==> src/rtl/downsample_addr_gen_pkg.sv <==
// Shared definitions for the 2x2 down-sample address generator:
// FSM encoding, addr_kind codes, default bus width and a counter-width helper.
package downsample_addr_gen_pkg;

    localparam int DEF_AW = 18;

    typedef enum logic [1:0] {
        ST_IDLE = 2'd0,
        ST_SRC  = 2'd1,
        ST_DST  = 2'd2,
        ST_DONE = 2'd3
    } ds_state_e;

    typedef enum logic [2:0] {
        KIND_TL  = 3'd0,
        KIND_TR  = 3'd1,
        KIND_BL  = 3'd2,
        KIND_BR  = 3'd3,
        KIND_DST = 3'd4
    } ds_kind_e;

    // Bits needed to count 0..n-1, never less than one bit.
    function automatic int cnt_width(input int n);
        return (n > 1) ? $clog2(n) : 1;
    endfunction

endpackage

==> src/rtl/ds_pixel_counter.sv <==
// Raster counter over the down-sampled output grid (column fastest).
// Exposes the value the counter will hold after the coming edge so the
// parent can register addresses computed from it, plus a last-pixel flag.
module ds_pixel_counter
    import downsample_addr_gen_pkg::*;
#(
    parameter int COLS = 2,
    parameter int ROWS = 2,
    localparam int CW = cnt_width(COLS),
    localparam int RW = cnt_width(ROWS)
) (
    input  logic          clk,
    input  logic          rst,
    input  logic          clr,
    input  logic          adv,
    output logic [RW-1:0] row_nxt,
    output logic [CW-1:0] col_nxt,
    output logic          last
);

    localparam logic [CW-1:0] COL_LAST = CW'(COLS - 1);
    localparam logic [RW-1:0] ROW_LAST = RW'(ROWS - 1);

    logic [RW-1:0] row_r;
    logic [CW-1:0] col_r;

    assign last = (row_r == ROW_LAST) && (col_r == COL_LAST);

    // Next raster position: clear wins, advance wraps column then row.
    always_comb begin
        row_nxt = row_r;
        col_nxt = col_r;
        if (clr) begin
            row_nxt = '0;
            col_nxt = '0;
        end else if (adv) begin
            if (col_r == COL_LAST) begin
                col_nxt = '0;
                if (row_r == ROW_LAST) begin
                    row_nxt = '0;
                end else begin
                    row_nxt = row_r + RW'(1);
                end
            end else begin
                col_nxt = col_r + CW'(1);
            end
        end else begin
            row_nxt = row_r;
            col_nxt = col_r;
        end
    end

    // Position register, falling-edge clocked with synchronous active-low reset.
    always_ff @(negedge clk) begin
        if (!rst) begin
            row_r <= '0;
            col_r <= '0;
        end else begin
            row_r <= row_nxt;
            col_r <= col_nxt;
        end
    end

endmodule

==> src/rtl/downsample_addr_gen.sv <==
// 2x2 down-sample address generator: for each output pixel emits the four
// source quadrant addresses followed by the destination address, one per
// accepted transfer. All outputs are registered and computed from the
// next-cycle state so a stalled address stays bit-for-bit stable.
module downsample_addr_gen
    import downsample_addr_gen_pkg::*;
#(
    parameter int IMG_W = 256,
    parameter int IMG_H = 256,
    parameter int AW    = DEF_AW
) (
    input  logic          clk,
    input  logic          rst,
    input  logic          start,
    input  logic [AW-1:0] base_src,
    input  logic [AW-1:0] base_dst,
    input  logic          addr_ready,
    output logic [AW-1:0] addr_out,
    output logic          addr_valid,
    output logic [2:0]    addr_kind,
    output logic          busy,
    output logic          done
);

    localparam int COLS = IMG_W / 2;
    localparam int ROWS = IMG_H / 2;
    localparam int CW   = cnt_width(COLS);
    localparam int RW   = cnt_width(ROWS);

    localparam logic [AW-1:0] W_A      = AW'(IMG_W);
    localparam logic [AW-1:0] HALF_W_A = AW'(COLS);

    ds_state_e     state_r, state_nxt_s;
    logic [1:0]    quad_r, quad_nxt_s;
    logic [AW-1:0] base_src_r, base_src_nxt_s;
    logic [AW-1:0] base_dst_r, base_dst_nxt_s;
    logic          cnt_clr_s, cnt_adv_s, last_s, xfer_s;
    logic [RW-1:0] row_nxt_s;
    logic [CW-1:0] col_nxt_s;
    logic [AW-1:0] quad_off_s, src_addr_s, dst_addr_s;
    logic [AW-1:0] addr_nxt_s;
    logic [2:0]    kind_nxt_s;
    logic          valid_nxt_s, busy_nxt_s, done_nxt_s;

    assign xfer_s = addr_valid & addr_ready;

    ds_pixel_counter #(
        .COLS (COLS),
        .ROWS (ROWS)
    ) u_cnt (
        .clk     (clk),
        .rst     (rst),
        .clr     (cnt_clr_s),
        .adv     (cnt_adv_s),
        .row_nxt (row_nxt_s),
        .col_nxt (col_nxt_s),
        .last    (last_s)
    );

    // FSM next state, quadrant sequencing, base capture and counter control.
    always_comb begin
        state_nxt_s    = state_r;
        quad_nxt_s     = quad_r;
        base_src_nxt_s = base_src_r;
        base_dst_nxt_s = base_dst_r;
        cnt_clr_s      = 1'b0;
        cnt_adv_s      = 1'b0;
        case (state_r)
            ST_IDLE: begin
                if (start) begin
                    state_nxt_s    = ST_SRC;
                    quad_nxt_s     = 2'd0;
                    base_src_nxt_s = base_src;
                    base_dst_nxt_s = base_dst;
                    cnt_clr_s      = 1'b1;
                end else begin
                    state_nxt_s = ST_IDLE;
                end
            end
            ST_SRC: begin
                if (xfer_s) begin
                    if (quad_r == 2'd3) begin
                        state_nxt_s = ST_DST;
                    end else begin
                        quad_nxt_s = quad_r + 2'd1;
                    end
                end else begin
                    state_nxt_s = ST_SRC;
                end
            end
            ST_DST: begin
                if (xfer_s) begin
                    if (last_s) begin
                        state_nxt_s = ST_DONE;
                    end else begin
                        state_nxt_s = ST_SRC;
                        quad_nxt_s  = 2'd0;
                        cnt_adv_s   = 1'b1;
                    end
                end else begin
                    state_nxt_s = ST_DST;
                end
            end
            ST_DONE: begin
                state_nxt_s = ST_IDLE;
                quad_nxt_s  = 2'd0;
            end
            default: begin
                state_nxt_s = ST_IDLE;
                quad_nxt_s  = 2'd0;
            end
        endcase
    end

    // Address arithmetic for the upcoming cycle; sums wrap modulo 2^AW.
    always_comb begin
        quad_off_s = '0;
        case (quad_nxt_s)
            2'd0:    quad_off_s = '0;
            2'd1:    quad_off_s = AW'(1);
            2'd2:    quad_off_s = W_A;
            2'd3:    quad_off_s = W_A + AW'(1);
            default: quad_off_s = '0;
        endcase
        src_addr_s = base_src_nxt_s
                   + ((AW'(row_nxt_s) << 1) * W_A)
                   + (AW'(col_nxt_s) << 1)
                   + quad_off_s;
        dst_addr_s = base_dst_nxt_s
                   + (AW'(row_nxt_s) * HALF_W_A)
                   + AW'(col_nxt_s);
    end

    // Output values derived from the next state, to be registered.
    always_comb begin
        addr_nxt_s  = '0;
        kind_nxt_s  = KIND_TL;
        valid_nxt_s = 1'b0;
        done_nxt_s  = 1'b0;
        busy_nxt_s  = (state_nxt_s != ST_IDLE);
        case (state_nxt_s)
            ST_SRC: begin
                addr_nxt_s  = src_addr_s;
                kind_nxt_s  = {1'b0, quad_nxt_s};
                valid_nxt_s = 1'b1;
            end
            ST_DST: begin
                addr_nxt_s  = dst_addr_s;
                kind_nxt_s  = KIND_DST;
                valid_nxt_s = 1'b1;
            end
            ST_DONE: begin
                done_nxt_s = 1'b1;
            end
            default: begin
                addr_nxt_s  = '0;
                valid_nxt_s = 1'b0;
            end
        endcase
    end

    // State, captured bases and registered outputs; reset overrides start.
    always_ff @(negedge clk) begin
        if (!rst) begin
            state_r    <= ST_IDLE;
            quad_r     <= 2'd0;
            base_src_r <= '0;
            base_dst_r <= '0;
            addr_out   <= '0;
            addr_kind  <= 3'd0;
            addr_valid <= 1'b0;
            busy       <= 1'b0;
            done       <= 1'b0;
        end else begin
            state_r    <= state_nxt_s;
            quad_r     <= quad_nxt_s;
            base_src_r <= base_src_nxt_s;
            base_dst_r <= base_dst_nxt_s;
            addr_out   <= addr_nxt_s;
            addr_kind  <= kind_nxt_s;
            addr_valid <= valid_nxt_s;
            busy       <= busy_nxt_s;
            done       <= done_nxt_s;
        end
    end

endmodule

==> config.mk <==
export PLATFORM = sky130hd
export DESIGN_NAME = downsample_addr_gen
export DESIGN_NICKNAME = d
export VERILOG_FILES = /design/src/rtl/downsample_addr_gen_pkg.sv /design/src/rtl/ds_pixel_counter.sv /design/src/rtl/downsample_addr_gen.sv
export SDC_FILE = /design/constraint.sdc
export NUM_CORES = 1
export LEC_CHECK = 0
export BUFFER_PORTS_ARGS = -buffer_cell sky130_fd_sc_hd__buf_4
export CELL_PAD_IN_SITES_DETAIL_PLACEMENT = 0
export CELL_PAD_IN_SITES_GLOBAL_PLACEMENT = 1
export CORE_UTILIZATION = 30
export DETAILED_ROUTE_END_ITERATION = 16
export PLACE_DENSITY = 0.66
export SLEW_MARGIN = 15
export SYNTH_ARGS = -nofsm -noshare
export SYNTH_HDL_FRONTEND = slang
export SYNTH_SLANG_ARGS = --single-unit
==> constraint.sdc <==
create_clock -name clk -period 4.6 [get_ports clk]
set_input_delay 0.69 -clock clk [delete_from_list [all_inputs] [get_ports clk]]
set_output_delay 0.69 -clock clk [all_outputs]
set_load 0.01 [all_outputs]
==> results of run 1 <==
## repair_timing
action / in CTS / in global routing
endpoints found under the setup margin: 17 / 18
setup buffers: 8 / 6
gates resized for setup: 37 / 23
pin swaps: 39 / 26
## cell families after synthesis
logic type               after synthesis  synth area share, %
flip-flops                            78                33.29
multiplexers                          10                2.241
XOR/XNOR                              32                5.975
adder cells (fa/ha/maj)               39                10.72
AO/OA/AOI/OAI                        109                16.19
AND/OR/NAND/NOR                      275                28.51
buffers and inverters                 34                3.068
## metrics by stage
stage / power, uW / hold slack, ns / area (sq um)
final: 2110 / 0.5026 / 7425
after detailed placement: 1117 / 0.4942 / 6375
after global placement: 1112 / 0.4729 / 6375
after CTS: 2149 / 0.4999 / 7287
after global routing: 2278 / 0.5180 / 7425
after floorplan: 979.8 / 0.4560 / 4822
## final cells by class
class                      count  area [sq um]  area share, %
clock buffer                   9         225.2          3.033
clock inverter                85         411.6          5.544
inverter                      14         55.05         0.7415
multi-input combinational    465          3398          45.77
sequential                    78          1562          21.03
tap                          211         264.0          3.556
timing repair buffer         194          1509          20.32
## critical path: stages
cell and delay (ns):
buf_12 0.09, nand2_8 0.04, or4b_4 0.50, o21ai_4 0.08
inv_2 0.05, a22oi_2 0.16, o22ai_2 0.10, ha_2 0.22
fa_2 0.37, a21oi_2 0.17, o211a_1 0.19, nor2_2 0.07
a22oi_2 0.25, a21oi_1 0.14, mux2i_1 0.17, o31ai_1 0.09
## power by group through the flow
stage	registers (uW)	logic (uW)	clock network (uW)
floorplan	729	147	104
global route	720	337	1220
detailed placement	727	285	104
global placement	727	281	104
finish	719	304	1090
CTS	719	301	1130
## state kept, by name, indices dropped and copies added (netlist names), 2 cells and up
| register | flops |
|---|---|
| u_cnt.col_r | 7 |
| addr_out | 18 |
| u_cnt.row_r | 7 |
| base_dst_r | 18 |
| state_r | 2 |
| addr_kind | 3 |
| base_src_r | 18 |
| quad_r | 2 |
## layer usage
metal | track usage (%) | vias up
li1 | - | 2510
met1 | 20.82 | 2289
met2 | 31.35 | 79
met3 | 5.737 | 21
met4 | 10.01 | 0
met5 | 0 | -
## cell usage after synthesis (2+ instances only)
cell type and number:
o31ai_1 2, ha_1 37, and2b_1 2, nor2_2 3, a211oi_1 2, a21oi_1 26, a21o_1 11, nor3_1 5
nor2_1 46, o31a_1 4, nand4_1 5, nor4_1 2, o21ai_0 9, inv_1 14, and2_1 45, a41o_1 2
o21bai_1 2, xor2_1 13, o22ai_1 3, nand2_1 113, a21oi_2 2, a31oi_1 6, fa_1 2, buf_2 4
nand3b_1 2, a22oi_1 11, and3_1 16, dfxtp_1 78, o21ai_1 5, o21a_1 4, nand3_1 10, a21boi_0 2
nand2b_1 5, mux2i_1 9, o311a_1 2, nor2b_1 9, xnor2_1 19, or3_1 3, o211ai_1 3, clkbuf_1 13
a41oi_1 3
## worst max-delay path by stage
| stage | startpoint | end | slack (ns) | depth (start not counted) |
|---|---|---|---|---|
| detailed placement | addr_ready | addr_out[14]$_SDFF_NN0_ | -1.40 | 16 |
| global route | addr_ready | addr_out[17]$_SDFF_NN0_ | -0.94 | 15 |
| floorplan | start | addr_out[14]$_SDFF_NN0_ | -0.97 | 15 |
| finish | addr_ready | addr_out[16]$_SDFF_NN0_ | -0.80 | 16 |
| CTS | addr_ready | addr_out[14]$_SDFF_NN0_ | -0.81 | 16 |
| global placement | addr_ready | addr_out[16]$_SDFF_NN0_ | -1.30 | 16 |
## cells in the final DEF, fill, tap and decap left out, types with 4 or more instances in the layout
| cell type | n |
|---|---|
| nand3_1 | 6 |
| nand2_1 | 108 |
| a21oi_1 | 15 |
| o31a_1 | 4 |
| clkbuf_16 | 9 |
| ha_1 | 30 |
| nor2b_1 | 9 |
| nand4_1 | 5 |
| and3_1 | 14 |
| xor2_1 | 8 |
| buf_6 | 4 |
| xor2_2 | 4 |
| o21a_1 | 4 |
| nand2_2 | 5 |
| dfxtp_1 | 78 |
| mux2i_1 | 9 |
| a31oi_1 | 5 |
| a21oi_2 | 12 |
| a21o_1 | 11 |
| ha_4 | 6 |
| nor3_1 | 5 |
| nor2_2 | 9 |
| o21ai_2 | 4 |
| xnor2_1 | 17 |
| inv_1 | 89 |
| nor2_1 | 37 |
| and2_1 | 44 |
| buf_4 | 187 |
| o21ai_0 | 6 |
| a22oi_1 | 8 |
| nand2b_1 | 5 |
==> impl_results.md, run 1 <==
* Global-route wire length before repair at between 20000 and 25000 microns
* FFs w/ async S/R, synth at 0%
* Top sig layer: met4
* Gr usage total at between 10% and 20%
* Vias per std cell at between 4 and 5
* Dpl hpwl at roughly 11000 microns
* Met3 wire length at 444 microns
* Routed wl met2 at ~7100 microns
* Worst slew pin tran at roughly 0.48 ns
* Crit end category: flip-flop
* Number of synthesized register bits at between 70 and 80
* Worst-Skew Late Latency at around 0.4 ns
* Internal power at roughly 1500 uW
* R2R Path End: addr_out[15]$_SDFF_NN0_
* Dominant cell type by area after synthesis: dfxtp_1
* Type of origin of the critical path: primary input
* Ranking of synthesized cells by area: dfxtp_1 (33%), ha_1 (9.9%), nand2_1 (9.0%), and2_1 (6.0%), nor2_1 (3.7%)
* Total gr overflow at 0
* Io pins at 64
* Critical path class: primary input to flip-flop
* Clk pwr share at 51.5%
* Crit path DAT at between 3 and 4 ns
* Drt first pass iters at 4
* Worst reg2reg setup slack at about 0.9 ns
* Post-Synthesis Cells at between 500 and 600
* Vias in the first global route at 5010
* Maxcap violations at 0
* Die width at roughly 130 microns
* Initial drt markers at 173
* CTS Hold Bufs at 0
* Cell row count at 45
* PortBufs at 63
* Initial Util at a little under a third
* Part of the power in registers at about a third
* Endpoint, Worst Hold: base_dst_r[17]$_SDFF_NN0_
* Largest net degree at the start of global routing at a little over 40
* Relative slew slack at a little under 70%
* Fin Clk Skew at 0.02017 ns
* Gpl congestion at about 0.85
* Layout Utilization at about half
* Avg Inst Size Synth at 8.130 sq um
* M1 wire length at between 6000 and 7000 microns
* CTS tree: done
* Fin. max-slew vios at 0
* Fill cells at roughly 1600
* RSZ-0062 raised after global routing: true
* Final setup vio count at 16
* Top_reg_cell synth: dfxtp_1
* N_diodes at 0
* Worst Hold Launch: base_dst_r[17]$_SDFF_NN0_
* Avg WL per Cell at 13.47 microns
* Clock sink count at 78
* Seq/Total Area, Yosys at 33.29%
* Max clock buf depth at 2
* Worst Hold Class: flip-flop to flip-flop
* Via count at 4899
* Setup ws final at -0.7955 ns
* Nets at a little over 900
* Die area at about 16000 sq um
* Layout cells sized above 1 at around a third
* Crit path max fanout at 3
* Switch Pwr at 627.4 uW
* Sw Share at 29.73%
* Reg2reg path depth at 16
* Hold Fails Final Rpt at 0
* Number of synthesized flops with an enable pin at 0
* Status: complete, but fails checks
* H-tree levels at 3
* Synth top area share at roughly 33%
* Drt total wl at 14220 microns
* Hold Crit Depth at 2
* Synthesized cell area at roughly 4700 sq um
* Final ANT Viol Nets at 0
* Required time of the critical path at about 2.6 ns
* Comb pwr share at 14.4%
* Placed cells at 950
* Yosys warns at 0
* CTS root buffer: clkbuf_16
* CTS clk-pin slew, worst paths at about 0.040 ns
* Initial antenna violation count at 0
* Residual DRC at 0
* Violated checks: setup timing
* Finished Layout Cells at ~1100
* Syn-to-layout area delta at 58.28%
* Setup_tns at -9.279 ns
* Synth unique cells at 64
* Static leakage at 0.003793 uW
* Core region area at between 15000 and 20000 sq um
* Max VDD drop at approximately 0.00021 V
* R2r startpoint: u_cnt.row_r[0]$_SDFF_NN0_
* Power per cell area at around 280 nW/um^2
* Synth Net Count at 656
* Total CTS buffers at 9
* Place WS at -1.397 ns
* Die H at ~130 microns
Power figures use the tool's default switching activity.
==> run 2, diff against run 1 <==
--- a/config.mk
+++ b/config.mk
@@ -9,9 +9,9 @@
 export CELL_PAD_IN_SITES_DETAIL_PLACEMENT = 0
 export CELL_PAD_IN_SITES_GLOBAL_PLACEMENT = 1
 export CORE_UTILIZATION = 30
+export CTS_CLUSTER_DIAMETER = 200
 export DETAILED_ROUTE_END_ITERATION = 16
-export PLACE_DENSITY = 0.66
-export SLEW_MARGIN = 15
+export PLACE_DENSITY = 0.6
 export SYNTH_ARGS = -nofsm -noshare
 export SYNTH_HDL_FRONTEND = slang
 export SYNTH_SLANG_ARGS = --single-unit
==> impl_results.md, run 2 (synthesis gave the netlist of run 1 again) <==
* Drt total wl at roughly 14000 microns
* Design Area, Final at between 7000 and 8000 sq um
* Fin Clk Skew at ~0.027 ns
* Via count at 4835
* Drt first pass iters at 4
* Worst Hold Class: flip-flop to flip-flop
* Switch Pwr at between 600 and 700 uW
* Crit path max fanout at 3
* Total CTS buffers at 9
* Nets at between 900 and 1000
* Part of the power in registers at between 30 and 40%
* Hold WS at around 0.50 ns
* CTS tree: done
* Crit end category: flip-flop
* Type of origin of the critical path: primary input
* Io pins at 64
* Place WS at -1.376 ns
* Relative slew slack at 66.00%
* Status: complete, but fails checks
* Gpl congestion at between 0.8 and 0.9
* Worst slew pin tran at approximately 0.50 ns
* Layout Utilization at 47.56%
* Internal power at 1315 uW
* Die width at 127.0 microns
* Global-route wire length before repair at about 23000 microns
* Clk pwr share at around half
* Hold Fails Final Rpt at 0
* CTS Hold Bufs at 0
* Worst-Skew Late Latency at around 0.42 ns
* H-tree levels at 3
* Vias in the first global route at ~5000
* CTS root buffer: clkbuf_16
* Maxcap violations at 0
* Avg WL per Cell at approximately 13 microns
* Comb pwr share at ~15%
* Sw Share at about a third
* Setup ws final at -0.7709 ns
* Initial Util at a little under a third
* Syn-to-layout area delta at 54.71%
* Vias per std cell at approximately 4.6
* Largest regs: addr_out (18), base_dst_r (18), base_src_r (18)
* Residual DRC at 0
* Commonest non-fill, non-tap cell in the layout: buf_4
* R2r startpoint: u_cnt.row_r[1]$_SDFF_NN0_
* Fin. max-slew vios at 0
* Crit path from: addr_ready
* Cell row count at 45
* Power per cell area at approximately 270 nW/um^2
* PortBufs at 63
* N_diodes at 0
* Total gr overflow at 0
* Final setup vio count at 16
* Layout cells sized above 1 at roughly a third
* Violated checks: setup timing
* Static leakage at 0.003721 uW
* Max clock buf depth at 2
* Final ANT Viol Nets at 0
* Setup_tns at -8.844 ns
* Initial drt markers at 153
* Core region area at between 15000 and 20000 sq um
* Initial antenna violation count at 0
* Required time of the critical path at 2.58 ns
* CTS clk-pin slew, worst paths at about 0.04 ns
* Critical path class: primary input to flip-flop
* Clock sink count at approximately 80
* RSZ-0062 raised after global routing: true
* Die area at 16140 sq um
* Gr usage total at roughly 18%
* Leading cell types in the layout, fill and taps excluded: buf_4 (180), nand2_1 (108), inv_1 (89)
* Largest net degree at the start of global routing at 51
* Dpl hpwl at between 10000 and 15000 microns
* Dpl cell area at 6337 sq um
* Die H at approximately 130 microns
* Crit path DAT at roughly 3.4 ns
* Max VDD drop at 0.0001493 V
* Worst Hold Launch: base_dst_r[17]$_SDFF_NN0_
[run 2: cell types whose count changed in the layout (fill, tap and decap cells not counted), sizes merged]
| cell | before | now |
|---|---|---|
| buf | 194 | 187 |
| bufinv | 3 | 0 |
| inv | 94 | 96 |
| clkinv | 1 | 2 |
[run 2: cell type report]
type,count,area (sq um)
Timing Repair Buffer,187,1456
Clock buffer,9,225.2
Inverter,14,55.05
Multi-Input combinational cell,465,3347
Tap cell,211,264.0
Sequential cell,78,1562
Fill cell,1538,8001
Clock inverter,85,347.8
[run 2: worst max-delay path, cell delays in order]
cell and delay (ns):
buf_12 0.09, nand3_4 0.08, a31oi_4 0.18, and3_4 0.21, nand4_1 0.15, xor2_2 0.28
nor2_4 0.09, ha_4 0.29, inv_4 0.04, a2111o_1 0.42, a21o_1 0.23, nand2_2 0.09
a41oi_1 0.16, xnor2_1 0.25, o22ai_2 0.10
[run 2: what timing repair did]
item / 4_1_cts / 5_1_grt
gates resized for setup: 34 / 18
setup endpoints to repair: 17 / 17
setup buffers: 6 / 5
pin swaps: 31 / 22
gates cloned: 0 / 0
[run 2: path summary, 6_finish.rpt]
kind,endpoint,slack (ns),cells past startpoint
hold reg to reg,base_dst_r[17]$_SDFF_NN0_,0.50,2
setup reg to reg,addr_out[14]$_SDFF_NN0_,0.76,17
setup / recovery,addr_out[15]$_SDFF_NN0_,-0.77,15
hold / removal,base_dst_r[17]$_SDFF_NN0_,0.50,2
[run 2: power groups by stage]
stage	logic [uW]	registers (uW)	clock network [uW]
after detailed placement	279	727	104
after floorplan	147	729	104
after global placement	277	727	104
after global routing	323	720	1070
final	292	719	946
after CTS	291	719	999
[run 2: through the flow]
stage / power [uW] / cells
after floorplan: 979.8 / 577
after global placement: 1108 / 945
after detailed placement: 1111 / 945
after CTS: 2008 / 1044
after global routing: 2116 / 1049
final: 1956 / 1049
[run 2: per-layer routing]
layer / wire length, microns / GRT usage (%) / up-vias
li1: - / - / 2506
met1: 6359 / 20.84 / 2241
met2: 7095 / 31.58 / 73
met3: 486 / 6.072 / 15
met4: 172 / 8.193 / 0
met5: 0 / 0 / -
==> run 3, diff against run 2 <==
--- a/config.mk
+++ b/config.mk
@@ -9,6 +9,7 @@
 export CELL_PAD_IN_SITES_DETAIL_PLACEMENT = 0
 export CELL_PAD_IN_SITES_GLOBAL_PLACEMENT = 1
 export CORE_UTILIZATION = 30
+export CTS_BUF_LIST = sky130_fd_sc_hd__clkbuf_4 sky130_fd_sc_hd__clkbuf_8
 export CTS_CLUSTER_DIAMETER = 200
 export DETAILED_ROUTE_END_ITERATION = 16
 export PLACE_DENSITY = 0.6
==> impl_results.md, run 3 (synthesis gave the netlist of run 1 again) <==
* Fin Clk Skew at between 0.02 and 0.025 ns
* Final setup vio count at 16
* Largest regs: addr_out (18), base_dst_r (18), base_src_r (18)
* CTS root buffer: clkbuf_8
* Static leakage at 0.003680 uW
* CTS Hold Bufs at 0
* Gpl congestion at around 0.84
* Area of the multi-input gates at 3376 sq um
* Cell row count at 45
* RSZ-0062 raised after global routing: true
* Setup ws final at -0.7658 ns
* Switch Pwr at 623.9 uW
* Syn-to-layout area delta at 53.11%
* Worst-Skew Late Latency at ~0.42 ns
* Fill cells at around 1500
* N_diodes at 0
* Status: complete, but fails checks
* Critical-path cell list: buf_12, nand3_4, nor3_4, buf_12, or2_4, nor2_4, ha_2, inv_2, fa_2, and2b_1, o2111ai_2, nand3_2, nand3_1, nor3b_4, or4_1, o211ai_1
* Initial antenna violation count at 0
* Nets at ~910
* CP dominant cell by count: buf_12
* Drt first pass iters at 4
* PortBufs at 63
* Total gr overflow at 0
* Setup_tns at -8.518 ns
* Die width at around 130 microns
* Internal power at roughly 1100 uW
* Type of origin of the critical path: primary input
* Critical path class: primary input to flip-flop
* Crit path DAT at 3.39 ns
* Fin. max-slew vios at 0
* Worst slew pin tran at between 0.4 and 0.5 ns
* Register area at 1562 sq um
* Required time of the critical path at roughly 2.6 ns
* Commonest non-fill, non-tap cell in the layout: buf_4
* Placed cells at around 950
* Vias in the first global route at 5026
* Comb pwr share at between 10% and 20%
* Dpl hpwl at roughly 11000 microns
* Largest net degree at the start of global routing at 51
* Part of the power in registers at between 40 and 50%
* Die H at about 130 microns
* Sw Share at 35.28%
* Hold Fails Final Rpt at 0
* Avg WL per Cell at 13.52 microns
* Violated checks: setup timing
* Power per cell area at 246.2 nW/um^2
* Max VDD drop at 0.0001255 V
* Via count at between 4000 and 5000
* H-tree levels at 3
* Gr usage total at 18.41%
* Worst stage delay on the critical path at approximately 0.41 ns
* Residual DRC at 0
* Initial drt markers at about 160
* Clk pwr share at between 40% and 50%
* Leading cell types in the layout, fill and taps excluded: buf_4 (180), nand2_1 (111), inv_1 (89)
* Die area at roughly 16000 sq um
* Max clock buf depth at 2
* Vias per std cell at 4.598
* Layout cells sized above 1 at between 30% and 40%
* Clock sink count at 78
* Total CTS buffers at 9
* Drt total wl at about 14000 microns
* CTS clk-pin slew, worst paths at roughly 0.040 ns
* Core region area at 15260 sq um
* Initial Util at 30.74%
* Relative slew slack at 68.29%
* Final ANT Viol Nets at 0
* Finished Layout Cells at around 1000
* Crit end category: flip-flop
* CP max-delay cell: or4_1
* Maxcap violations at 0
* CTS tree: done
* Io pins at 64
* Global-route wire length before repair at approximately 23000 microns
* Worst Hold Class: flip-flop to flip-flop
* Crit path max fanout at 6
run 3: changes by cell type in the layout (fill, tap and decap cells not counted), moves of 2 or more:
| cell | change |
|---|---|
| clkbuf_16 | -9 |
| clkbuf_8 | +9 |
| ha_1 | -3 |
| ha_4 | +2 |
| nand2_1 | +3 |
| nand2_2 | -3 |
| nand3_2 | +2 |
| o21ai_2 | -2 |
run 3: layer usage:
| metal | vias up | global-route usage [%] | routed length, microns | part of all wire (%) |
|---|---|---|---|---|
| met5 | - | 0 | 0 | 0 |
| met4 | 0 | 9.104 | 218 | 1.5 |
| li1 | 2499 | - | - | - |
| met2 | 70 | 31.48 | 7041 | 50 |
| met1 | 2237 | 20.97 | 6469 | 46 |
| met3 | 17 | 5.402 | 450 | 3.2 |
run 3: worst max-delay path: cells and delay by family:
kind / cells / cell delay (ns)
and+or+nand+nor: 9 / 1.58
buffers and inverters: 3 / 0.30
adders and majority gates: 2 / 0.56
AOI/OAI and AO/OA: 2 / 0.26
run 3: stage by stage:
step	utilization, %	total power (uW)	hold WS [ns]	setup WS (ns)	area [sq um]
final	47.07	1768	0.4975	-0.7658	7182
after global routing	47.07	1924	0.5474	-0.9063	7182
after CTS	46.04	1811	0.4976	-0.8011	7024
after detailed placement	41.53	1111	0.4892	-1.376	6337
after global placement	41.53	1108	0.4729	-1.287	6337
after floorplan	-	979.8	0.4560	-0.9710	4822
run 3: final cells by class:
| class | instances | share of cell area [%] |
|---|---|---|
| repair buffers | 187 | 20.28 |
| inverters | 14 | 0.7317 |
| well taps | 211 | 3.676 |
| flip-flops and latches | 78 | 21.74 |
| clock inverters | 85 | 4.843 |
| clock buffers | 9 | 1.725 |
| multi-input cells | 465 | 47.00 |
run 3: power by group through the flow:
stage                     logic [uW]  registers, uW  clock network [uW]
final                            296            718                 755
after global routing             327            718                 879
after CTS                        290            717                 803
after detailed placement         279            727                 104
after global placement           277            727                 104
after floorplan                  147            729                 104
run 3: path summary, 6_finish.rpt:
path                                  start                         to  slack (ns)  depth (start not counted)
setup / recovery                 addr_ready    addr_out[14]$_SDFF_NN0_       -0.77                         16
hold / removal    base_dst_r[17]$_SDFF_NN0_  base_dst_r[17]$_SDFF_NN0_        0.50                          2
setup reg to reg  u_cnt.row_r[1]$_SDFF_NN0_    addr_out[14]$_SDFF_NN0_        0.77                         17
hold reg to reg   base_dst_r[17]$_SDFF_NN0_  base_dst_r[17]$_SDFF_NN0_        0.50                          2
run 3: timing repair:
| action | in CTS | in global routing |
|---|---|---|
| hold endpoints to repair | 0 | 0 |
| gates resized for setup | 31 | 19 |
| pin swaps | 37 | 28 |
| endpoints found under the setup margin | 17 | 17 |
| buffers inserted | 8 | 3 |
